==> config.mk <==
export PLATFORM = sky130hd
export DESIGN_NAME = grf_wb_arbiter_flat
export DESIGN_NICKNAME = d
export VERILOG_FILES = /design/src/rtl/grf_wb_arbiter_if.sv /design/src/rtl/grf_wb_arbiter.sv /design/src/flat_wrapper.sv
export SDC_FILE = /design/constraint.sdc
export NUM_CORES = 1
export LEC_CHECK = 0
export BUFFER_PORTS_ARGS = -buffer_cell sky130_fd_sc_hd__buf_2
export CAP_MARGIN = 20
export CORE_MARGIN = 5
export CORE_UTILIZATION = 54
export DETAILED_ROUTE_END_ITERATION = 10
export HOLD_SLACK_MARGIN = 0.1
export PLACE_DENSITY = 0.9
export SYNTH_ARGS = -nofsm -noshare
export SYNTH_HDL_FRONTEND = slang
export SYNTH_SLANG_ARGS = --single-unit
==> constraint.sdc <==
create_clock -name clk -period 13.8 [get_ports clk]
set_input_delay 1.38 -clock clk [delete_from_list [all_inputs] [get_ports clk]]
set_output_delay 1.38 -clock clk [all_outputs]
set_load 0.05 [all_outputs]
==> src/rtl/grf_wb_arbiter_if.sv <==
// Bus bundle for the GRF write-port arbiter: W-stage request, secondary
// (mul/div) writeback, GRF write port and hazard-unit pending-write queries.
interface grf_wb_arbiter_if;
  logic        p_valid;
  logic [4:0]  p_a3;
  logic [31:0] p_wd;
  logic [31:0] p_pc;
  logic        p_stall;

  logic        s_valid;
  logic        s_ready;
  logic [4:0]  s_a3;
  logic [31:0] s_wd;
  logic [31:0] s_pc;

  logic        reg_write;
  logic [4:0]  a3;
  logic [31:0] wd;
  logic [31:0] pc;

  logic [4:0]  q_a1;
  logic [4:0]  q_a2;
  logic        q_hit1;
  logic        q_hit2;

  modport master (
    output p_valid, p_a3, p_wd, p_pc,
    input  p_stall,
    output s_valid, s_a3, s_wd, s_pc,
    input  s_ready,
    input  reg_write, a3, wd, pc,
    output q_a1, q_a2,
    input  q_hit1, q_hit2
  );

  modport slave (
    input  p_valid, p_a3, p_wd, p_pc,
    output p_stall,
    input  s_valid, s_a3, s_wd, s_pc,
    output s_ready,
    output reg_write, a3, wd, pc,
    input  q_a1, q_a2,
    output q_hit1, q_hit2
  );
endinterface

==> src/rtl/grf_wb_arbiter.sv <==
// Shares the GRF write port between the W stage and a buffered mul/div writeback path.
// Define GRF_WB_STARVE_GUARD_EN to compile in the starvation counter that stalls W.
module grf_wb_arbiter #(
  parameter int unsigned DEPTH    = 2,
  parameter int unsigned MAX_WAIT = 4
) (
  input logic            clk,
  input logic            reset,
  grf_wb_arbiter_if.slave bus
);

  localparam int unsigned PW = $clog2(DEPTH);
  localparam int unsigned CW = $clog2(DEPTH + 1);

  if (DEPTH < 2 || (DEPTH & (DEPTH - 1)) != 0 || MAX_WAIT < 1) begin : g_bad_cfg
    $error("grf_wb_arbiter: DEPTH must be a power of two >= 2 and MAX_WAIT >= 1");
  end

  logic [4:0]    r_a3 [DEPTH];
  logic [31:0]   r_wd [DEPTH];
  logic [31:0]   r_pc [DEPTH];
  logic [DEPTH-1:0] r_vld;
  logic [PW-1:0] r_rd_ptr;
  logic [PW-1:0] r_wr_ptr;
  logic [CW-1:0] r_count;

  logic w_p_eff;
  logic w_stall;
  logic w_p_grant;
  logic w_f_grant;
  logic w_s_ready;
  logic w_push;
  logic w_hit1;
  logic w_hit2;

  assign w_p_eff   = bus.p_valid && (bus.p_a3 != 5'd0);
  assign w_s_ready = (r_count < CW'(DEPTH));
  // Grants are suppressed in the reset cycle so nothing reaches the GRF then.
  assign w_p_grant = !reset && w_p_eff && !w_stall;
  assign w_f_grant = !reset && (r_count != '0) && (!w_p_eff || w_stall);
  // Writes to $0 are accepted from the producer but never occupy an entry.
  assign w_push    = !reset && bus.s_valid && w_s_ready && (bus.s_a3 != 5'd0);

`ifdef GRF_WB_STARVE_GUARD_EN
  localparam int unsigned SW = $clog2(MAX_WAIT + 1);
  logic [SW-1:0] r_starve;

  always_ff @(posedge clk) begin
    if (reset || r_count == '0 || w_f_grant) begin
      r_starve <= '0;
    end else if (r_starve != SW'(MAX_WAIT)) begin
      r_starve <= r_starve + SW'(1);
    end
  end

  assign w_stall = (r_starve == SW'(MAX_WAIT));
`else
  assign w_stall = 1'b0;
`endif

  always_ff @(posedge clk) begin
    if (reset) begin
      r_vld    <= '0;
      r_rd_ptr <= '0;
      r_wr_ptr <= '0;
      r_count  <= '0;
    end else begin
      if (w_push) begin
        r_vld[r_wr_ptr] <= 1'b1;
        r_wr_ptr        <= r_wr_ptr + PW'(1);
      end
      if (w_f_grant) begin
        r_vld[r_rd_ptr] <= 1'b0;
        r_rd_ptr        <= r_rd_ptr + PW'(1);
      end
      case ({w_push, w_f_grant})
        2'b10:   r_count <= r_count + CW'(1);
        2'b01:   r_count <= r_count - CW'(1);
        default: r_count <= r_count;
      endcase
    end
  end

  always_ff @(posedge clk) begin
    if (w_push) begin
      r_a3[r_wr_ptr] <= bus.s_a3;
      r_wd[r_wr_ptr] <= bus.s_wd;
      r_pc[r_wr_ptr] <= bus.s_pc;
    end
  end

  always_comb begin
    w_hit1 = 1'b0;
    w_hit2 = 1'b0;
    for (int unsigned i = 0; i < DEPTH; i++) begin
      w_hit1 = w_hit1 | (r_vld[i] & (r_a3[i] == bus.q_a1));
      w_hit2 = w_hit2 | (r_vld[i] & (r_a3[i] == bus.q_a2));
    end
  end

  always_comb begin
    bus.reg_write = 1'b0;
    bus.a3        = '0;
    bus.wd        = '0;
    bus.pc        = '0;
    if (w_p_grant) begin
      bus.reg_write = 1'b1;
      bus.a3        = bus.p_a3;
      bus.wd        = bus.p_wd;
      bus.pc        = bus.p_pc;
    end else if (w_f_grant) begin
      bus.reg_write = 1'b1;
      bus.a3        = r_a3[r_rd_ptr];
      bus.wd        = r_wd[r_rd_ptr];
      bus.pc        = r_pc[r_rd_ptr];
    end
  end

  assign bus.p_stall = w_stall;
  assign bus.s_ready = w_s_ready;
  assign bus.q_hit1  = w_hit1 && (bus.q_a1 != 5'd0);
  assign bus.q_hit2  = w_hit2 && (bus.q_a2 != 5'd0);

endmodule

==> src/flat_wrapper.sv <==
// flat-port wrapper written by rule: the top's interface ports become plain ports
module grf_wb_arbiter_flat 
#(
  parameter int unsigned DEPTH    = 2,
  parameter int unsigned MAX_WAIT = 4
)
  (clk, reset, bus_p_valid, bus_p_a3, bus_p_wd, bus_p_pc, bus_p_stall, bus_s_valid, bus_s_a3, bus_s_wd, bus_s_pc, bus_s_ready, bus_reg_write, bus_a3, bus_wd, bus_pc, bus_q_a1, bus_q_a2, bus_q_hit1, bus_q_hit2);
  grf_wb_arbiter_if bus_i ();
  input logic clk;
  input logic reset;
  input wire logic [$bits(bus_i.p_valid)-1:0] bus_p_valid;
  input wire logic [$bits(bus_i.p_a3)-1:0] bus_p_a3;
  input wire logic [$bits(bus_i.p_wd)-1:0] bus_p_wd;
  input wire logic [$bits(bus_i.p_pc)-1:0] bus_p_pc;
  output wire logic [$bits(bus_i.p_stall)-1:0] bus_p_stall;
  input wire logic [$bits(bus_i.s_valid)-1:0] bus_s_valid;
  input wire logic [$bits(bus_i.s_a3)-1:0] bus_s_a3;
  input wire logic [$bits(bus_i.s_wd)-1:0] bus_s_wd;
  input wire logic [$bits(bus_i.s_pc)-1:0] bus_s_pc;
  output wire logic [$bits(bus_i.s_ready)-1:0] bus_s_ready;
  output wire logic [$bits(bus_i.reg_write)-1:0] bus_reg_write;
  output wire logic [$bits(bus_i.a3)-1:0] bus_a3;
  output wire logic [$bits(bus_i.wd)-1:0] bus_wd;
  output wire logic [$bits(bus_i.pc)-1:0] bus_pc;
  input wire logic [$bits(bus_i.q_a1)-1:0] bus_q_a1;
  input wire logic [$bits(bus_i.q_a2)-1:0] bus_q_a2;
  output wire logic [$bits(bus_i.q_hit1)-1:0] bus_q_hit1;
  output wire logic [$bits(bus_i.q_hit2)-1:0] bus_q_hit2;
  assign bus_i.p_valid = bus_p_valid;
  assign bus_i.p_a3 = bus_p_a3;
  assign bus_i.p_wd = bus_p_wd;
  assign bus_i.p_pc = bus_p_pc;
  assign bus_p_stall = bus_i.p_stall;
  assign bus_i.s_valid = bus_s_valid;
  assign bus_i.s_a3 = bus_s_a3;
  assign bus_i.s_wd = bus_s_wd;
  assign bus_i.s_pc = bus_s_pc;
  assign bus_s_ready = bus_i.s_ready;
  assign bus_reg_write = bus_i.reg_write;
  assign bus_a3 = bus_i.a3;
  assign bus_wd = bus_i.wd;
  assign bus_pc = bus_i.pc;
  assign bus_i.q_a1 = bus_q_a1;
  assign bus_i.q_a2 = bus_q_a2;
  assign bus_q_hit1 = bus_i.q_hit1;
  assign bus_q_hit2 = bus_i.q_hit2;
  grf_wb_arbiter #(.DEPTH(DEPTH), .MAX_WAIT(MAX_WAIT)) u_core (.clk(clk), .reset(reset), .bus(bus_i));
endmodule
==> impl_metrics.yaml, run 1 <==
run_status:
  outcome: "finished, final reports clean"
drt:
  route.detailed.drc: 0
  ant_nets: 0
  drt_iter0_markers: 194
  avgRoutedWirePerCell_um: 19.0
  routed_via_density: 5.52
  routed_wl_mm: 14.5
  dr.pass1.iters: 4
  dr_total_vias: 4203
grt:
  grt_max_degree: 73
  grt_util_met1: 0.214
  grt.overflow.total: 0
  grt_first_pass_wirelength_mm: 22.3
  busiest_layer: "met2"
  grt_pass1_vias: 4519
  use_met3: 0.0617
  antenna_found_initial: 2
  grt_util_all_layers: 0.199
  use_met2: 0.353
sta:
  final_max_slew_viol_count: 0
  min_period_ps: 4810
  fin_skew_ps: 7.29
  hold_viol_final: 0
  setup_violations: 0
  max_slew.worst_pin.slew_ps: 854
  max-slew-margin-rel: 0.430
  rsz0062_at_grt: "no"
  fmax_mhz: 208
  setup-tns-final_ps: 0
  fin_crit_sh: 0.349
die:
  pin_count: 226
  start_util: 0.552
  rows: 40
  core_um2: 12000
  die_y_um: 121
  fp.dieW_um: 121
  fp.dieArea_um2: 14600
worst_hold_path:
  hp-class: "reg2reg"
  hold_depth: 1
  min_from: "u_core.r_vld[1]"
  worstHoldEndpoint: "u_core.r_vld[1]"
placed_design:
  port-buffer-count: 224
  place_hpwl_mm: 10.2
  gp_congestion: 0.877
  dpl_cell_area_um2: 7820
worst_setup_path:
  slowest_stage: "a2111o_2"
  crit_buf_inv: 4
  endpoint_kind: "output pin"
  r2r_setup_slack_ps: 11260
  crit_required_ps: 12420
  cp_data_arrival_time_ps: 3430
  cp_cell_sequence: "buf_2 -> or3_1 -> a2111o_2 -> buf_4 -> buf_12 -> o2bb2ai_2 -> buf_2"
  r2r-end: "u_core.r_pc[0][0]"
  slowest_delay_ps: 480
  crit_type: "in2out"
  path_common_cell: "buf_2"
  crit-reg2reg-launch: "u_core.r_count[1]"
  critPathMaxFanout: 38
  rr_worst_depth: 4
  crit_start: "bus_p_a3[4]"
  cpLargestDelayFamily: "buffers and inverters"
  start_kind: "primary input"
flow_run:
  maxCapViolCount: 0
power_and_ir_drop:
  ir_drop_v: 0.0000805
  seqPwrFrac: 0.454
  clockPowerShare: 0.408
  p_per_area_nw_per_um2: 133
  p_int_uw: 854
  switchingPower_uw: 275
  combPwrFrac: 0.138
  sw_frac_of_total: 0.244
  p_leak_nw: 3.15
cts:
  clk_latency_ps: 410
  clk_pin_slew_ps: 50
  hold_buffers: 0
  cts_resized: 0
  post-cts-setup-buffers: 0
  tritoncts: "built"
  clk_path_buf_depth: 2
  clockRootBuffer: "clkbuf_16"
  cts_sinks: 145
  htree_levels: 4
  numCtsBuffers: 17
synthesis:
  ys_seq_area_frac: 0.646
  synth_nets: 528
  ys_warn_count: 0
  netlist_area_um2: 6630
  syn_area_per_cell_um2: 17.7
  ys_ff_latch: 145
  postSynthCellCount: 375
  synth_cell_types: 29
final_layout:
  final_layout_size_suffix_gt1_frac: 0.538
  fill_cells: 782
  final_area_um2: 8460
  final_nets: 753
  syn_to_final_growth_pct: 27.6
-- cell usage in the layout, fill, tap and decap left out, types with 2 or more instances in the layout --
master,netlist,layout
buf_2,6,224
edfxtp_1,138,138
mux2i_1,69,69
o2bb2ai_2,66,66
xor2_1,18,18
clkbuf_16,0,17
nor2_1,10,7
xnor2_1,6,6
dfxtp_1,7,6
a21oi_1,5,5
buf_4,3,5
nor4_1,4,4
nand3_1,4,4
clkinv_1,0,4
bufinv_16,0,4
or4_1,3,3
nor2_4,0,3
o2bb2ai_1,3,3
clkinv_2,0,3
or3_1,2,2
o21a_1,2,2
inv_1,2,2
nor2b_1,2,2
clkbuf_1,7,2
buf_12,0,2
-- power by group through the flow --
stage / sequential, mW / combinational [mW] / clock [mW]
6_report: 0.513 / 0.156 / 0.461
5_1_grt: 0.514 / 0.165 / 0.493
4_1_cts: 0.513 / 0.155 / 0.469
3_5_place_dp: 0.522 / 0.155 / 0
3_3_place_gp: 0.521 / 0.150 / 0
2_1_floorplan: 0.519 / 0.109 / 0
-- cell type report --
cell class / count / area (um2) / share of cell area
Timing Repair Buffer: 231 / 1200 / 0.142
Clock inverter: 13 / 166 / 0.0197
Clock buffer: 19 / 433 / 0.0512
Antenna cell: 1 / 2.50 / 0.000296
Tap cell: 147 / 184 / 0.0217
Sequential cell: 145 / 4290 / 0.507
Inverter: 3 / 11.3 / 0.00133
Multi-Input combinational cell: 202 / 2180 / 0.257
-- per-stage QoR --
step	power [mW]	std cells	setup slack [ps]	hold WS [ps]	utilization
after floorplan	0.627	375	8490	462	-
after global placement	0.671	726	8850	486	0.651
after detailed placement	0.676	726	8660	490	0.651
after CTS	1.14	758	8670	506	0.701
after global routing	1.17	761	8920	523	0.704
final	1.13	761	8990	511	0.704
-- state kept, by name, indices dropped and copies added, names as in the netlist, named ones only --
register,flops
u_core.r_pc,64
u_core.r_count,2
u_core.r_rd_ptr,1
u_core.r_a3,10
u_core.r_wd,64
u_core.r_vld,2
u_core.r_wr_ptr,1
-- kinds of logic (layout without fill, tap and decap cells) --
logic type	Yosys count	count (layout)	synth area share
flip-flops	145	145	0.646
AO/OA/AOI/OAI	81	81	0.166
multiplexers	69	69	0.104
buffers and inverters	28	266	0.0289
AND/OR/NAND/NOR	26	26	0.0208
XOR/XNOR	24	24	0.0317
adder cells (fa/ha/maj)	1	1	0.00189
other	1	2	0.000566
-- how the worst max path moves through the flow --
stage	endpoint	slack, ps	cells after the start
final	bus_wd[24]	8990	7
after global placement	bus_wd[31]	8850	7
after floorplan	u_core.r_a3[1][0]	8490	4
after global routing	bus_pc[16]	8920	7
after CTS	bus_wd[31]	8670	7
after detailed placement	bus_wd[31]	8660	7
-- Yosys cell counts --
master | n | area, um2
o21ai_0 | 1 | 5.00
o22a_1 | 1 | 8.76
xor2_1 | 18 | 158
inv_1 | 2 | 7.51
xnor2_1 | 6 | 52.6
o21ai_1 | 1 | 5.00
a21oi_1 | 5 | 25.0
buf_2 | 6 | 30.0
conb_1 | 1 | 3.75
clkbuf_1 | 7 | 26.3
inv_2 | 1 | 3.75
nor2b_1 | 2 | 12.5
ha_1 | 1 | 12.5
o21a_1 | 2 | 15.0
or3_1 | 2 | 12.5
dfxtp_1 | 7 | 140
nor3b_1 | 1 | 7.51
buf_6 | 9 | 101
nor2_1 | 10 | 37.5
or4_1 | 3 | 22.5
nand3_1 | 4 | 20.0
o2bb2ai_2 | 66 | 991
buf_4 | 3 | 22.5
o2bb2ai_1 | 3 | 26.3
edfxtp_1 | 138 | 4140
nor4_1 | 4 | 25.0
mux2i_1 | 69 | 691
o31ai_2 | 1 | 12.5
a2111o_1 | 1 | 11.3
-- routing by layer --
metal	routed length [um]	vias up
met4	361	2
met1	5400	2031
li1	-	1955
met5	13	-
met3	1020	30
met2	7660	185
Power figures use the tool's default switching activity.
==> run 2: changes to the inputs <==
--- a/config.mk
+++ b/config.mk
@@ -8,10 +8,10 @@
 export BUFFER_PORTS_ARGS = -buffer_cell sky130_fd_sc_hd__buf_2
 export CAP_MARGIN = 20
 export CORE_MARGIN = 5
-export CORE_UTILIZATION = 54
+export CORE_UTILIZATION = 51
 export DETAILED_ROUTE_END_ITERATION = 10
 export HOLD_SLACK_MARGIN = 0.1
-export PLACE_DENSITY = 0.9
+export PLACE_DENSITY = 0.86
 export SYNTH_ARGS = -nofsm -noshare
 export SYNTH_HDL_FRONTEND = slang
 export SYNTH_SLANG_ARGS = --single-unit
==> constraint.sdc (replaced) <==
create_clock -name clk -period 5 [get_ports clk]
set_input_delay 0.5 -clock clk [delete_from_list [all_inputs] [get_ports clk]]
set_output_delay 0.5 -clock clk [all_outputs]
set_load 0.05 [all_outputs]
==> impl_metrics.yaml, run 2 (synthesis gave the netlist of run 1 again) <==
run_status:
  outcome: "finished, final reports clean"
drt:
  route.detailed.drc: 0
  avgRoutedWirePerCell_um: 18.1
  dr_total_vias: 4073
  routed_via_density: 5.20
  ant_nets: 0
  dr.pass1.iters: 4
  drt_iter0_markers: 212
  routed_wl_mm: 14.2
final_layout:
  reg_top3: "u_core.r_pc: 64 flops, u_core.r_wd: 64 flops, u_core.r_a3: 10 flops"
  final_cell_mix: "224 x buf_2, 138 x edfxtp_1, 69 x mux2i_1"
  final_layout_size_suffix_gt1_frac: 0.540
  fill_cells: 911
  mostFrequentLayoutCell: "buf_2"
  syn_to_final_growth_pct: 27.7
  antenna_cells: 0
  utilization: 0.668
  final_nets: 751
worst_setup_path:
  cp_cell_sequence: "buf_2 -> or3_1 -> a2111o_2 -> buf_4 -> o2bb2ai_1 -> buf_2"
  endpoint_kind: "output pin"
  crit_required_ps: 4500
  critPathMaxFanout: 41
  rr_worst_depth: 7
  slowest_delay_ps: 830
  crit-reg2reg-launch: "u_core.r_count[1]"
  cp_data_arrival_time_ps: 2890
  slowest_stage: "a2111o_2"
  r2r_setup_slack_ps: 2100
  path_common_cell: "buf_2"
  r2r-end: "u_core.r_count[1]"
  crit_type: "in2out"
  start_kind: "primary input"
placed_design:
  port-buffer-count: 224
  place_ws_ps: 1630
  place_hpwl_mm: 10.1
  gp_congestion: 0.866
sta:
  max_slew.worst_pin.slew_ps: 1080
  min_period_ps: 3390
  setup-tns-final_ps: 0
  fin_crit_sh: 0.678
  hold_ws_ps: 280
  max-slew-margin-rel: 0.282
  hold_viol_final: 0
  fin_skew_ps: 5.06
  fmax_mhz: 295
  final_max_slew_viol_count: 0
  setup_ws_ps: 1610
  rsz0062_at_grt: "no"
  setup_violations: 0
cts:
  numCtsBuffers: 17
  clk_pin_slew_ps: 60
  clk_path_buf_depth: 2
  clk_latency_ps: 410
  tritoncts: "built"
  clockRootBuffer: "clkbuf_16"
  cts_sinks: 145
  post-cts-setup-buffers: 0
  hold_buffers: 0
  cts_resized: 0
  htree_levels: 4
grt:
  grt.overflow.total: 0
  antenna_found_initial: 1
  grt_util_all_layers: 0.185
  grt_pass1_vias: 4358
  grt_max_degree: 70
  grt_first_pass_wirelength_mm: 21.5
die:
  core_um2: 12700
  fp.dieArea_um2: 15400
  pin_count: 226
  fp.dieW_um: 124
  die_y_um: 124
  start_util: 0.523
  rows: 41
worst_hold_path:
  hp-class: "in2reg"
  worstHoldEndpoint: "u_core.r_pc[1][18]"
  hold_depth: 1
  min_from: "bus_s_pc[18]"
flow_run:
  maxCapViolCount: 0
power_and_ir_drop:
  p_per_area_nw_per_um2: 370
  ir_drop_v: 0.000226
  p_leak_nw: 3.13
[run 2: changes by cell type in the layout (fill, tap and decap cells not counted)]
| cell | before | now |
|---|---|---|
| clkbuf_1 | 2 | 0 |
| clkinvlp_4 | 1 | 2 |
| diode_2 | 1 | 0 |
| buf_12 | 2 | 0 |
| clkinv_4 | 0 | 2 |
| clkinv_2 | 3 | 1 |
| inv_6 | 1 | 2 |
[run 2: routing by layer]
layer | GRT usage | vias up | wire [um]
li1 | - | 1948 | -
met1 | 0.208 | 1949 | 5300
met5 | 0 | - | 7
met3 | 0.0559 | 25 | 1070
met4 | 0.0746 | 2 | 255
met2 | 0.329 | 149 | 7550
[run 2: final cells by class]
| type | instances | area (um2) | share of cell area |
|---|---|---|---|
| inverters | 3 | 11.3 | 0.00133 |
| well taps | 172 | 215 | 0.0254 |
| repair buffers | 229 | 1160 | 0.137 |
| flip-flops and latches | 145 | 4290 | 0.506 |
| clock buffers | 17 | 425 | 0.0502 |
| multi-input cells | 202 | 2180 | 0.257 |
| clock inverters | 15 | 190 | 0.0225 |
[run 2: worst max-delay path by stage]
stage,start,endpoint,cells after the start
finish,bus_p_a3[4],bus_a3[3],6
global route,bus_p_a3[4],bus_a3[3],6
CTS,bus_p_a3[4],bus_a3[3],6
detailed placement,bus_p_a3[4],bus_a3[3],6
global placement,bus_p_a3[4],bus_a3[2],6
floorplan,reset,u_core.r_a3[1][0],4
[run 2: power breakdown]
part,total (mW),leakage [nW],switching [mW],internal [mW]
combinational,0.422,1.51,0.281,0.141
sequential,1.42,1.32,0.0274,1.39
clock,1.29,0.294,0.464,0.831
total,3.13,3.13,0.772,2.36
[run 2: worst max-delay path: cells and delay by family]
family	cells	cell delay [ps]
AO/OA/AOI/OAI	2	1060
buffers and inverters	3	880
AND/OR/NAND/NOR	1	410
[run 2: through the flow]
step	cells	power, mW	area (um2)
floorplan	375	1.73	6630
global placement	751	1.85	7850
detailed placement	751	1.87	7850
CTS	783	3.16	8470
global route	783	3.25	8470
finish	783	3.13	8470
